File: src/rtl/core_ctrl_pkg.sv
// Shared control types and constants for the core pipeline controllers.
package core_ctrl_pkg;

  typedef enum logic [1:0] {
    RUN      = 2'd0,
    MEM_WAIT = 2'd1,
    FAULT    = 2'd2
  } hz_state_e;

  localparam logic [4:0] REG_ZERO            = 5'd0;
  localparam int         MEM_TIMEOUT_DEFAULT = 16;

endpackage

File: src/rtl/hazard_control_unit_if.sv
// Hazard controller bundle: pipeline status in, stage enables/flushes and status out.
interface hazard_control_unit_if #(
  parameter int CNT_W = 32
);
  logic [4:0]       if_id_rs1;
  logic [4:0]       if_id_rs2;
  logic             if_id_uses_rs1;
  logic             if_id_uses_rs2;
  logic [4:0]       id_ex_rd;
  logic             id_ex_memread;
  logic             ex_branch_taken;
  logic             dmem_req;
  logic             dmem_ready;

  logic             pc_write;
  logic             if_id_write;
  logic             id_ex_write;
  logic             ex_mem_write;
  logic             if_id_flush;
  logic             id_ex_flush;
  logic             mem_wb_bubble;
  logic             mem_fault;
  logic [CNT_W-1:0] stall_cycles;
  logic [CNT_W-1:0] flush_events;
  logic [1:0]       state;

  modport master (
    output if_id_rs1, if_id_rs2, if_id_uses_rs1, if_id_uses_rs2,
           id_ex_rd, id_ex_memread, ex_branch_taken, dmem_req, dmem_ready,
    input  pc_write, if_id_write, id_ex_write, ex_mem_write,
           if_id_flush, id_ex_flush, mem_wb_bubble, mem_fault,
           stall_cycles, flush_events, state
  );

  modport slave (
    input  if_id_rs1, if_id_rs2, if_id_uses_rs1, if_id_uses_rs2,
           id_ex_rd, id_ex_memread, ex_branch_taken, dmem_req, dmem_ready,
    output pc_write, if_id_write, id_ex_write, ex_mem_write,
           if_id_flush, id_ex_flush, mem_wb_bubble, mem_fault,
           stall_cycles, flush_events, state
  );

endinterface

File: src/rtl/sat_counter.sv
// Saturating up-counter with enable and synchronous active-low clear.
module sat_counter #(
  parameter int CNT_W = 32
) (
  input  logic             clk,
  input  logic             rst_n,
  input  logic             en,
  output logic [CNT_W-1:0] count
);

  logic [CNT_W-1:0] count_d, count_q;

  always_comb begin
    count_d = count_q;
    if (en && (count_q != '1)) count_d = count_q + CNT_W'(1);
  end

  always_ff @(posedge clk) begin
    if (!rst_n) count_q <= '0;
    else        count_q <= count_d;
  end

  assign count = count_q;

endmodule

File: src/rtl/hazard_control_unit.sv
// Load-use, redirect and data-memory-wait hazard control for the 5-stage pipeline,
// with a timeout fault state and saturating stall/flush counters.
module hazard_control_unit
  import core_ctrl_pkg::*;
#(
  parameter int MEM_TIMEOUT = MEM_TIMEOUT_DEFAULT,
  parameter int CNT_W       = 32
) (
  input  logic                  clk,
  input  logic                  rst_n,
  hazard_control_unit_if.slave  hz
);

  localparam int                WAIT_W    = $clog2(MEM_TIMEOUT) + 1;
  localparam logic [WAIT_W-1:0] WAIT_LAST = WAIT_W'(MEM_TIMEOUT - 1);

  hz_state_e         state_d, state_q;
  logic [WAIT_W-1:0] wait_cnt_d, wait_cnt_q;
  logic              mem_fault_d, mem_fault_q;

  logic memstall, loaduse, rs1_hit, rs2_hit;
  logic pc_wr, ifid_wr, idex_wr, exmem_wr, ifid_fl, idex_fl, memwb_bub;
  logic stall_inc, flush_inc;

  assign memstall = hz.dmem_req & ~hz.dmem_ready;
  assign rs1_hit  = hz.if_id_uses_rs1 && (hz.if_id_rs1 == hz.id_ex_rd);
  assign rs2_hit  = hz.if_id_uses_rs2 && (hz.if_id_rs2 == hz.id_ex_rd);
  assign loaduse  = hz.id_ex_memread && (hz.id_ex_rd != REG_ZERO) && (rs1_hit || rs2_hit);

  // Stage controls. Reset and FAULT both leave everything deasserted.
  // NOTE: every output gets a default first so no path can infer a latch.
  always_comb begin
    pc_wr     = 1'b0;
    ifid_wr   = 1'b0;
    idex_wr   = 1'b0;
    exmem_wr  = 1'b0;
    ifid_fl   = 1'b0;
    idex_fl   = 1'b0;
    memwb_bub = 1'b0;
    if (rst_n && (state_q != FAULT)) begin
      if (memstall) begin
        memwb_bub = 1'b1;
      end else if (hz.ex_branch_taken) begin
        {pc_wr, ifid_wr, idex_wr, exmem_wr} = 4'b1111;
        ifid_fl = 1'b1;
        idex_fl = 1'b1;
      end else if (loaduse) begin
        // Hold PC and IF/ID, insert one bubble; the load advances into MEM.
        idex_wr  = 1'b1;
        exmem_wr = 1'b1;
        idex_fl  = 1'b1;
      end else begin
        {pc_wr, ifid_wr, idex_wr, exmem_wr} = 4'b1111;
      end
    end
  end

  assign stall_inc = rst_n && (state_q != FAULT) && !pc_wr;
  assign flush_inc = ifid_fl;

  always_comb begin
    state_d     = state_q;
    wait_cnt_d  = wait_cnt_q;
    mem_fault_d = mem_fault_q;
    unique case (state_q)
      RUN: begin
        if (memstall) begin
          state_d    = MEM_WAIT;
          wait_cnt_d = WAIT_W'(1);
        end
      end
      MEM_WAIT: begin
        if (!memstall) begin
          // Either the access completed or the request was withdrawn.
          state_d    = RUN;
          wait_cnt_d = '0;
        end else if (wait_cnt_q == WAIT_LAST) begin
          state_d     = FAULT;
          mem_fault_d = 1'b1;
        end else begin
          wait_cnt_d = wait_cnt_q + WAIT_W'(1);
        end
      end
      FAULT:   state_d = FAULT;
      default: state_d = RUN;
    endcase
  end

  // NOTE: sequential state uses non-blocking assignments only.
  always_ff @(posedge clk) begin
    if (!rst_n) begin
      state_q     <= RUN;
      wait_cnt_q  <= '0;
      mem_fault_q <= 1'b0;
    end else begin
      state_q     <= state_d;
      wait_cnt_q  <= wait_cnt_d;
      mem_fault_q <= mem_fault_d;
    end
  end

  sat_counter #(.CNT_W(CNT_W)) u_stall_cnt (
    .clk   (clk),
    .rst_n (rst_n),
    .en    (stall_inc),
    .count (hz.stall_cycles)
  );

  sat_counter #(.CNT_W(CNT_W)) u_flush_cnt (
    .clk   (clk),
    .rst_n (rst_n),
    .en    (flush_inc),
    .count (hz.flush_events)
  );

  assign hz.pc_write      = pc_wr;
  assign hz.if_id_write   = ifid_wr;
  assign hz.id_ex_write   = idex_wr;
  assign hz.ex_mem_write  = exmem_wr;
  assign hz.if_id_flush   = ifid_fl;
  assign hz.id_ex_flush   = idex_fl;
  assign hz.mem_wb_bubble = memwb_bub;
  assign hz.mem_fault     = mem_fault_q;
  assign hz.state         = state_q;

endmodule

File: src/flat_wrapper.sv
// flat-port wrapper written by rule: the top's interface ports become plain ports
module hazard_control_unit_flat import core_ctrl_pkg::*;
#(
  parameter int MEM_TIMEOUT = MEM_TIMEOUT_DEFAULT,
  parameter int CNT_W       = 32
)
  (clk, rst_n, hz_if_id_rs1, hz_if_id_rs2, hz_if_id_uses_rs1, hz_if_id_uses_rs2, hz_id_ex_rd, hz_id_ex_memread, hz_ex_branch_taken, hz_dmem_req, hz_dmem_ready, hz_pc_write, hz_if_id_write, hz_id_ex_write, hz_ex_mem_write, hz_if_id_flush, hz_id_ex_flush, hz_mem_wb_bubble, hz_mem_fault, hz_stall_cycles, hz_flush_events, hz_state);
  hazard_control_unit_if #(.CNT_W(CNT_W)) hz_i ();
  input  logic clk;
  input  logic rst_n;
  input wire logic [$bits(hz_i.if_id_rs1)-1:0] hz_if_id_rs1;
  input wire logic [$bits(hz_i.if_id_rs2)-1:0] hz_if_id_rs2;
  input wire logic [$bits(hz_i.if_id_uses_rs1)-1:0] hz_if_id_uses_rs1;
  input wire logic [$bits(hz_i.if_id_uses_rs2)-1:0] hz_if_id_uses_rs2;
  input wire logic [$bits(hz_i.id_ex_rd)-1:0] hz_id_ex_rd;
  input wire logic [$bits(hz_i.id_ex_memread)-1:0] hz_id_ex_memread;
  input wire logic [$bits(hz_i.ex_branch_taken)-1:0] hz_ex_branch_taken;
  input wire logic [$bits(hz_i.dmem_req)-1:0] hz_dmem_req;
  input wire logic [$bits(hz_i.dmem_ready)-1:0] hz_dmem_ready;
  output wire logic [$bits(hz_i.pc_write)-1:0] hz_pc_write;
  output wire logic [$bits(hz_i.if_id_write)-1:0] hz_if_id_write;
  output wire logic [$bits(hz_i.id_ex_write)-1:0] hz_id_ex_write;
  output wire logic [$bits(hz_i.ex_mem_write)-1:0] hz_ex_mem_write;
  output wire logic [$bits(hz_i.if_id_flush)-1:0] hz_if_id_flush;
  output wire logic [$bits(hz_i.id_ex_flush)-1:0] hz_id_ex_flush;
  output wire logic [$bits(hz_i.mem_wb_bubble)-1:0] hz_mem_wb_bubble;
  output wire logic [$bits(hz_i.mem_fault)-1:0] hz_mem_fault;
  output wire logic [$bits(hz_i.stall_cycles)-1:0] hz_stall_cycles;
  output wire logic [$bits(hz_i.flush_events)-1:0] hz_flush_events;
  output wire logic [$bits(hz_i.state)-1:0] hz_state;
  assign hz_i.if_id_rs1 = hz_if_id_rs1;
  assign hz_i.if_id_rs2 = hz_if_id_rs2;
  assign hz_i.if_id_uses_rs1 = hz_if_id_uses_rs1;
  assign hz_i.if_id_uses_rs2 = hz_if_id_uses_rs2;
  assign hz_i.id_ex_rd = hz_id_ex_rd;
  assign hz_i.id_ex_memread = hz_id_ex_memread;
  assign hz_i.ex_branch_taken = hz_ex_branch_taken;
  assign hz_i.dmem_req = hz_dmem_req;
  assign hz_i.dmem_ready = hz_dmem_ready;
  assign hz_pc_write = hz_i.pc_write;
  assign hz_if_id_write = hz_i.if_id_write;
  assign hz_id_ex_write = hz_i.id_ex_write;
  assign hz_ex_mem_write = hz_i.ex_mem_write;
  assign hz_if_id_flush = hz_i.if_id_flush;
  assign hz_id_ex_flush = hz_i.id_ex_flush;
  assign hz_mem_wb_bubble = hz_i.mem_wb_bubble;
  assign hz_mem_fault = hz_i.mem_fault;
  assign hz_stall_cycles = hz_i.stall_cycles;
  assign hz_flush_events = hz_i.flush_events;
  assign hz_state = hz_i.state;
  hazard_control_unit #(.MEM_TIMEOUT(MEM_TIMEOUT), .CNT_W(CNT_W)) u_core (.clk(clk), .rst_n(rst_n), .hz(hz_i));
endmodule
File: config.mk
export PLATFORM = sky130hd
export DESIGN_NAME = hazard_control_unit_flat
export DESIGN_NICKNAME = d
export VERILOG_FILES = /design/src/rtl/core_ctrl_pkg.sv /design/src/rtl/hazard_control_unit_if.sv /design/src/rtl/sat_counter.sv /design/src/rtl/hazard_control_unit.sv /design/src/flat_wrapper.sv
export SDC_FILE = /design/constraint.sdc
export NUM_CORES = 1
export LEC_CHECK = 0
export ABC_AREA = 1
export CORE_UTILIZATION = 34
export CTS_BUF_LIST = sky130_fd_sc_hd__clkbuf_2
export CTS_CLUSTER_SIZE = 25
export DETAILED_ROUTE_END_ITERATION = 8
export HOLD_SLACK_MARGIN = 0.05
export SETUP_SLACK_MARGIN = 0.05
export SYNTH_ARGS = -nofsm -noshare
export SYNTH_HDL_FRONTEND = slang
export SYNTH_HIERARCHICAL = 1
export SYNTH_SLANG_ARGS = --single-unit
File: constraint.sdc
create_clock -name clk -period 2.5 [get_ports clk]
set_input_delay 0.5 -clock clk [delete_from_list [all_inputs] [get_ports clk]]
set_output_delay 0.5 -clock clk [all_outputs]
set_load 0.03 [all_outputs]
== Word-level counts from Yosys, hierarchy flattened ==
Index checks and enable logic that the tools add are counted.

* Flip-flop bits (word level): 72
* Bits of input ports: 23

* Add/subtract/negate cells: 3
* Eq/ne operators: 11
* Multiplexer cells: 23
* Bitwise gates (word level): 2
* Reductions and logical operators: 16

{| class="wikitable"
|+ Operators by type and width
! kind !! count
|-
| adder 32 x 1 -> 32 bit, second input constant || 2
|-
| != test 32 bit, second input constant || 2
|-
| 2-to-1 mux 1 bit || 15
|-
| 2-to-1 mux 5 bit || 3
|-
| == test 5 bit || 2
|-
| one-hot mux 5 bit (2 select lines) || 1
|-
| logical AND 1 bit || 8
|-
| 2-to-1 mux 2 bit || 3
|-
| != test 3 bit, second input constant || 2
|-
| one-hot mux 2 bit (3 select lines) || 1
|-
| AND reduction 3 bit || 2
|-
| adder 5 x 1 -> 5 bit, second input constant || 1
|-
| == test 5 x 4 -> 1 bit, second input constant || 1
|-
| nonzero test 5 bit || 1
|-
| == test 2 x 1 -> 1 bit, second input constant || 1
|-
| == test 2 bit, second input constant || 1
|-
| logical NOT 2 bit || 1
|-
| != test 2 x 1 -> 1 bit, second input constant || 1
|-
| != test 2 bit, second input constant || 1
|-
| AND reduction 2 bit || 1
|-
| nonzero test 2 bit || 1
|-
| AND 1 bit || 1
|-
| logical NOT 1 bit || 1
|-
| logical OR 1 bit || 1
|-
| inverter 1 bit || 1
|}

== Depth between registers and ports, before layout ==
Gate-level depths: netlist (run 1).

* Depth in word-level cells: 11
* Mapped depth: 15

== Hierarchy ==
The synthesis (run 1) kept the hierarchy.

{| class="wikitable"
|+ Modules (own cells, without submodules)
! module !! times used !! cells each !! area each (sq um) !! seq. area each (sq um)
|-
| sat_counter || 2 || 324 || 1911.8 || 640.6
|-
| hazard_control_unit || 1 || 125 || 691.9 || 160.2
|}

== Worst setup path before layout (run 1) ==
Ideal clock, no wire load.

* Path type: register to register
* From: reg u_core.state_q[0] (netlist: u_core/hz.state[0])
* To: reg u_core.u_flush_cnt.count_q[17] (netlist: u_core/u_flush_cnt/count[17])
* Library setup time: 116 ps
* Arrival: 2937 ps
* Setup slack: -552 ps
* Stages on the path, launching flop included: 13
* Buffers on the path: 0
* Cell sequence: dfxtp_1 or2_2 nand2_1 nor2_1 inv_1 nor2_1 inv_1 nor2_1 nand2_1 nor2_1 nand4_1 nand2_1 nor2_1

* Cells in the longest elaborated chain, start to end: 4

{| class="wikitable"
|+ RTL lines
! item !! line !! source
|-
| start: declaration || hazard_control_unit.sv:17 || <nowiki>hz_state_e state_d, state_q;</nowiki>
|-
| start signal: assignment || hazard_control_unit.sv:96 || <nowiki>state_q <= state_d;</nowiki>
|-
| != test 2 bit || hazard_control_unit.sv:40 || <nowiki>if (rst_n && (state_q != FAULT)) begin</nowiki>
|-
| logical AND 1 bit || hazard_control_unit.sv:40 ||
|-
| 2-to-1 mux 1 bit || hazard_control_unit.sv:40 ||
|-
| named net hz_if_id_flush || flat_wrapper.sv:24 || <nowiki>output wire logic [$bits(hz_i.if_id_flush)-1:0] hz_if_id_flush;</nowiki>
|-
| logical AND 1 bit || sat_counter.sv:15 || <nowiki>if (en && (count_q != '1)) count_d = count_q + CNT_W'(1);</nowiki>
|-
| end signal: assignment || sat_counter.sv:20 || <nowiki>else count_q <= count_d;</nowiki>
|-
| end: declaration || sat_counter.sv:11 || <nowiki>logic [CNT_W-1:0] count_d, count_q;</nowiki>
|}

The timed path passes the listed nets, and every way through them passes these cells.
A chain may end at the register's enable or synchronous reset.

== Worst setup path in the final report (run 1) ==
* From: in hz_if_id_rs1[4]
* To: out hz_pc_write

* Cells in the longest elaborated chain, start to end: 8

{| class="wikitable"
|+ RTL lines
! item !! line !! source
|-
| start: declaration || flat_wrapper.sv:11 || <nowiki>input wire logic [$bits(hz_i.if_id_rs1)-1:0] hz_if_id_rs1;</nowiki>
|-
| == test 5 bit || hazard_control_unit.sv:26 || <nowiki>assign rs1_hit = hz.if_id_uses_rs1 && (hz.if_id_rs1 == hz.id_ex_rd);</nowiki>
|-
| logical AND 1 bit || hazard_control_unit.sv:26 ||
|-
| logical OR 1 bit || hazard_control_unit.sv:28 || <nowiki>assign loaduse = hz.id_ex_memread && (hz.id_ex_rd != REG_ZERO) && (rs1_hit || rs2_hit);</nowiki>
|-
| logical AND 1 bit || hazard_control_unit.sv:28 ||
|-
| 2-to-1 mux 1 bit || hazard_control_unit.sv:47 || <nowiki>end else if (loaduse) begin</nowiki>
|-
| 2-to-1 mux 1 bit || hazard_control_unit.sv:43 || <nowiki>end else if (hz.ex_branch_taken) begin</nowiki>
|-
| 2-to-1 mux 1 bit || hazard_control_unit.sv:41 || <nowiki>if (memstall) begin</nowiki>
|-
| 2-to-1 mux 1 bit || hazard_control_unit.sv:40 ||
|-
| end: declaration || flat_wrapper.sv:20 || <nowiki>output wire logic [$bits(hz_i.pc_write)-1:0] hz_pc_write;</nowiki>
|}

No other way between the ends.

==> results of run 1 <==
final cells by class:
type                    count  area [um2]
repair buffers            114        1120
flip-flops and latches     72        1440
multi-input cells         595        2670
inverters                  86         323
clock inverters             6        83.8
clock buffers              10        50.0
fillers                  1355        6870
well taps                 172         215
per-stage QoR:
| step | setup WS, ps | hold WS [ps] | TNS (ps) | cell area (um2) | total power, uW |
|---|---|---|---|---|---|
| 3_5_place_dp | -352 | 450 | -5180 | 5740 | 1390 |
| 5_1_grt | 66.0 | 501 | 0 | 5900 | 2250 |
| 3_3_place_gp | -288 | 460 | -3750 | 5740 | 1390 |
| 6_report | 208 | 471 | 0 | 5900 | 2150 |
| 4_1_cts | 79.8 | 476 | 0 | 5880 | 2190 |
| 2_1_floorplan | 122 | 435 | 0 | 4530 | 1300 |
cell families after synthesis:
| logic type | after synthesis |
|---|---|
| AOI/OAI and AO/OA | 59 |
| adders and majority gates | 4 |
| buffers and inverters | 106 |
| DFF | 72 |
| and+or+nand+nor | 532 |
worst max path at each step:
stage                            start                      endpoint  slack (ps)  cells past startpoint
detailed placement      hz_id_ex_rd[4]  u_core/u_stall_cnt/count[16]        -350                     16
CTS                 u_core/hz.state[1]                   hz_pc_write          80                      8
floorplan           u_core/hz.state[0]  u_core/u_flush_cnt/count[17]         120                     12
finish                 hz_if_id_rs1[4]                   hz_pc_write         210                     11
global placement        hz_id_ex_rd[4]  u_core/u_stall_cnt/count[17]        -290                     16
global route           hz_if_id_rs1[4]                   hz_pc_write          70                     11
report_power, final:
part / internal, uW / total (uW) / switching, uW
clock network: 329 / 779 / 450
logic: 88.3 / 206 / 117
registers: 1160 / 1160 / 5.56
placed cells by master, fill, tap and decap left out, types with 2 or more instances in the layout:
cell type | Yosys | routed
bufinv_16 | 0 | 2
buf_4 | 2 | 22
ha_1 | 4 | 4
nor2_1 | 168 | 164
nand2_2 | 10 | 10
clkbuf_2 | 0 | 10
dlymetal6s2s_1 | 0 | 5
nor2_4 | 3 | 5
nand4_1 | 26 | 26
buf_12 | 0 | 3
clkinvlp_4 | 0 | 2
dfxtp_1 | 72 | 71
nand2_1 | 229 | 228
clkdlybuf4s50_1 | 0 | 83
nand3b_1 | 2 | 2
nor2_2 | 9 | 11
o21ai_0 | 3 | 2
nand3_1 | 68 | 67
nand2_4 | 1 | 2
inv_2 | 2 | 5
nor3_1 | 10 | 10
o21ai_1 | 2 | 3
and2_1 | 2 | 2
nand3_2 | 2 | 3
a31oi_1 | 8 | 8
inv_1 | 84 | 81
a21oi_1 | 45 | 45
critical path, cell delays in order:
cell and delay, ps:
clkdlybuf4s50_1 490, inv_1 50, nand2_1 50, nand2_1 50, nor2_2 100, nand3_1 70, nand2_1 100, nand3_2 80
nand2_1 90, inv_2 70, buf_12 140
sequential cells by signal, summed over array words and instances, names as in the netlist:
signal,count
u_core/hz.mem_fault,1
u_core/hz.state,2
u_core/u_flush_cnt/count,32
u_core/u_stall_cnt/count,32
u_core/wait_cnt_q,5
metal layers:
metal  part of all wire, %  vias up  track usage [%]
li1                      -     2663                -
met1                    50     2166             26.0
met2                    44      104             30.9
met3                   4.1       16             4.07
met4                   1.8        0             7.17
met5                     0        -                0
what timing repair did:
| item | in CTS | in global routing |
|---|---|---|
| gates resized for setup | 6 | 10 |
| buffers inserted | 1 | 0 |
| pin swaps | 1 | 2 |
| endpoints found under the setup margin | 3 | 3 |
| hold buffers | 0 | 0 |
==> flow_summary.ini, run 1 <==
[synthesis]
synth_fa_ha_area_share_pct = 1.11
synth-compound-area-share_pct = 6.82
synth_top_family_by_area = simple AND/OR/NAND/NOR gates
syn-cell-area_um2 = 4520
syn_inst = 773
yosys.area.top_type_share_pct = 31.9
yosys-top-cells-count = 229 x nand2_1, 168 x nor2_1, 84 x inv_1
muxShareOfSynthArea_pct = 0
ys_ff_latch = 72
synth_nets = 800
yosys.area_share.simple_pct = 50.3
synthDistinctLibCells = 28
yosysTopAreaCell = dfxtp_1
yosys_warnings = 6
async_flop_share_pct = 0
syn_area_per_cell_um2 = 5.84
synth_edf_count = 0
ys.flop_type = dfxtp_1
yosysMostFrequentCell = nand2_1
synth_area_leaders = dfxtp_1 32%, nand2_1 19%, nor2_1 14%, nand3_1 7.5%, inv_1 7.0%
synthXorXnorAreaFrac_pct = 0
ys_seq_area_share_pct = 31.9

[floorplan]
start_util_pct = 35.4
dieArea_um2 = 13700
die_h_um = 117
rows = 41
die_x_um = 117
io_pins = 97
coreArea_um2 = 12800

[worst_setup_path]
regToRegEndpoint = u_core/u_flush_cnt/count[17]
startpoint_type = primary input
worstSetupPathType = primary input to output port
cp_data_arrival_time_ps = 1790
r2r_start = u_core/hz.state[1]
reg2reg_slack_ps = 350
reg2regPathDepth = 14
cp_max_fo = 2
endpoint_kind = output port
worstPathRequired_ps = 2000

[placed_design]
routabilityCongestion = 0.825
place_hpwl_mm = 9.46
placed_cells = 1039
port_buffers = 96

[final_layout]
layout-drive-gt1-share_pct = 9.06
final_cell_count_no_fill = 1055
final_util_pct = 46.2
nets = 905
area_delta_synth_final_pct = 30.8
diodes = 0

[route]
first_pass_iters = 7
via_per_inst = 4.69
drt_iter0_drc = 318
drc = 0
wire_per_inst_um = 12.0
antenna_left = 0
vias = 4949
wl_mm = 12.7

[status]
status = finished, final reports clean

[clocking]
cts_made_buffers = 9
root_buffer = clkbuf_2
path_clk_slew_ps = 200
cts_buffer_depth = 2
clock_latency_ps = 560
cts_max_level = 3
cts_sinks = 72
cts_tree = yes

[global_routing]
grt_pass1_vias = 4415
grt_usage_pct = 19.5
grt_antenna_before_repair = 0
grt_remaining_overflow = 0
grt_max_degree = 62
grt_pass1_wl_mm = 20.8

[power]
power_density_nw_per_um2 = 364
ir_drop_v = 0.000292
p_leak_uw = 0.00235

[sta]
hold_viol = 0
maxSlewHeadroom_pct = 54.2
fin_crit_ps = 2290
finalCritPeriodShare_pct = 91.7
rsz0062_at_grt = no
worst_pin_slew_ps = 687
max_freq_mhz = 436
setup_violations = 0
drv_slew = 0
clock_skew_ps = 28.2

[worst_hold_path]
holdPathStages = 2
holdCritStartpoint = u_core/hz.mem_fault
min_to = u_core/hz.mem_fault
hold_path.class = flip-flop to flip-flop

[job]
drv_cap = 0
Power figures use the tool's default switching activity.
==> run 2, diff against run 1 <==
REMOVE_ABC_BUFFERS = 1   (was default)
==> run 2 against run 1 <==
Against the previous run: wire length shrank 2.0%; die area is the same; clock skew grew 11 ps; clock-buffer cell count shrank 1; utilization shrank 0.088 points; highest routed layer unchanged.
==> flow_summary.ini, run 2 (synthesized netlist as in run 1, its figures left out) <==
[status]
status = finished, final reports clean

[floorplan]
die_h_um = 117
rows = 41
io_pins = 97
coreArea_um2 = 12800
dieArea_um2 = 13700
start_util_pct = 35.4
die_x_um = 117

[sta]
hold_viol = 0
rsz0062_at_grt = yes
clock_skew_ps = 39.1
tns_ps = 0
setup_violations = 0
worst_pin_slew_ps = 689
drv_slew = 0
max_freq_mhz = 432
fin_crit_ps = 2320
finalCritPeriodShare_pct = 92.7
maxSlewHeadroom_pct = 53.9

[power]
p_leak_uw = 0.00235
power_density_nw_per_um2 = 361
power_uw = 2130
ir_drop_v = 0.000186

[route]
vias = 4942
first_pass_iters = 5
drc = 0
antenna_left = 0
drt_iter0_drc = 300
wl_mm = 12.4
via_per_inst = 4.65
wire_per_inst_um = 11.7

[final_layout]
final_cell_count_no_fill = 1063
area_delta_synth_final_pct = 30.5
layout-drive-gt1-share_pct = 9.33
mostFrequentLayoutCells = 227 x nand2_1, 167 x nor2_1, 85 x clkdlybuf4s50_1, 83 x inv_1, 70 x dfxtp_1
final_common_cell = nand2_1
final_util_pct = 46.1
finalInstanceArea_um2 = 5890
nets = 912

[global_routing]
grt_pass1_vias = 4571
grt_usage_pct = 19.7
grt_max_degree = 62
grt_remaining_overflow = 0
grt_antenna_before_repair = 0
grt_pass1_wl_mm = 21.2

[clocking]
cts_sinks = 72
cts_max_level = 3
cts_made_buffers = 9
cts_buffer_depth = 2
cts_tree = yes
clock_latency_ps = 580
path_clk_slew_ps = 170
root_buffer = clkbuf_2
hold_buffers = 0

[placed_design]
port_buffers = 96
routabilityCongestion = 0.867
place_area_um2 = 5730
placed_cells = 1045
place_hpwl_mm = 9.32

[worst_setup_path]
cp_slowest_cell = dfxtp_2
cp_data_arrival_time_ps = 1820
startpoint_type = flip-flop
reg2reg_slack_ps = 380
cp_max_fo = 3
worstSetupPathType = flip-flop to output port
worstPathRequired_ps = 2000
cp_num_buf_inv = 4
cp_top_family = simple AND/OR/NAND/NOR gates
endpoint_kind = output port
crit_chain = inv_1 > or2_2 > nand2_2 > nor2_1 > inv_1 > nor2_2 > buf_4 > buf_4
slowest_delay_ps = 360

[worst_hold_path]
hold_path.class = flip-flop to flip-flop

[job]
drv_cap = 0
-- run 2: power by group --
part,switching (uW),leakage (uW),internal (uW),total (uW)
Combinational,112,0.00169,85.1,197
Clock,446,0.0000807,323,768
Sequential,5.36,0.000581,1160,1160
Total,562,0.00235,1560,2130
-- run 2: worst paths after layout --
path,startpoint,to,cells past startpoint
hold / removal,u_core/hz.mem_fault,u_core/hz.mem_fault,2
setup reg to reg,u_core/u_stall_cnt/count[0],u_core/u_stall_cnt/count[31],10
setup / recovery,u_core/hz.state[1],hz_if_id_flush,8
hold reg to reg,u_core/hz.mem_fault,u_core/hz.mem_fault,2
-- run 2: cell type report --
class	instances	area, um2
Antenna cell	1	2.50
Fill cell	1352	6880
Sequential cell	72	1440
Clock buffer	9	45.0
Timing Repair Buffer	121	1130
Inverter	86	323
Multi-Input combinational cell	595	2640
Clock inverter	7	86.3
Tap cell	172	215
-- run 2: through the flow --
step                hold WS [ps]  setup WS [ps]
detailed placement           452           -329
finish                       466            183
global placement             446           -246
floorplan                    435          -1280
global route                 481           35.0
CTS                          474           86.9
-- run 2: per-layer routing --
metal  wire (um)  GRT usage, %  part of all wire (%)  vias to the layer above
li1            -             -                     -                     2676
met1        5860          25.1                    47                     2137
met2        5700          32.5                    46                      109
met3         518          3.14                   4.2                       20
met4         320          9.03                   2.6                        0
met5           0             0                     0                        -
-- run 2: worst min-delay path, cell delays in order (launching register included) --
cell and delay, ps:
dfxtp_1 340, inv_1 50, a21oi_1 50
-- run 2: repair_timing --
item	CTS	global route
setup buffers	1	0
endpoints found under the setup margin	1	7
gates resized for setup	1	9
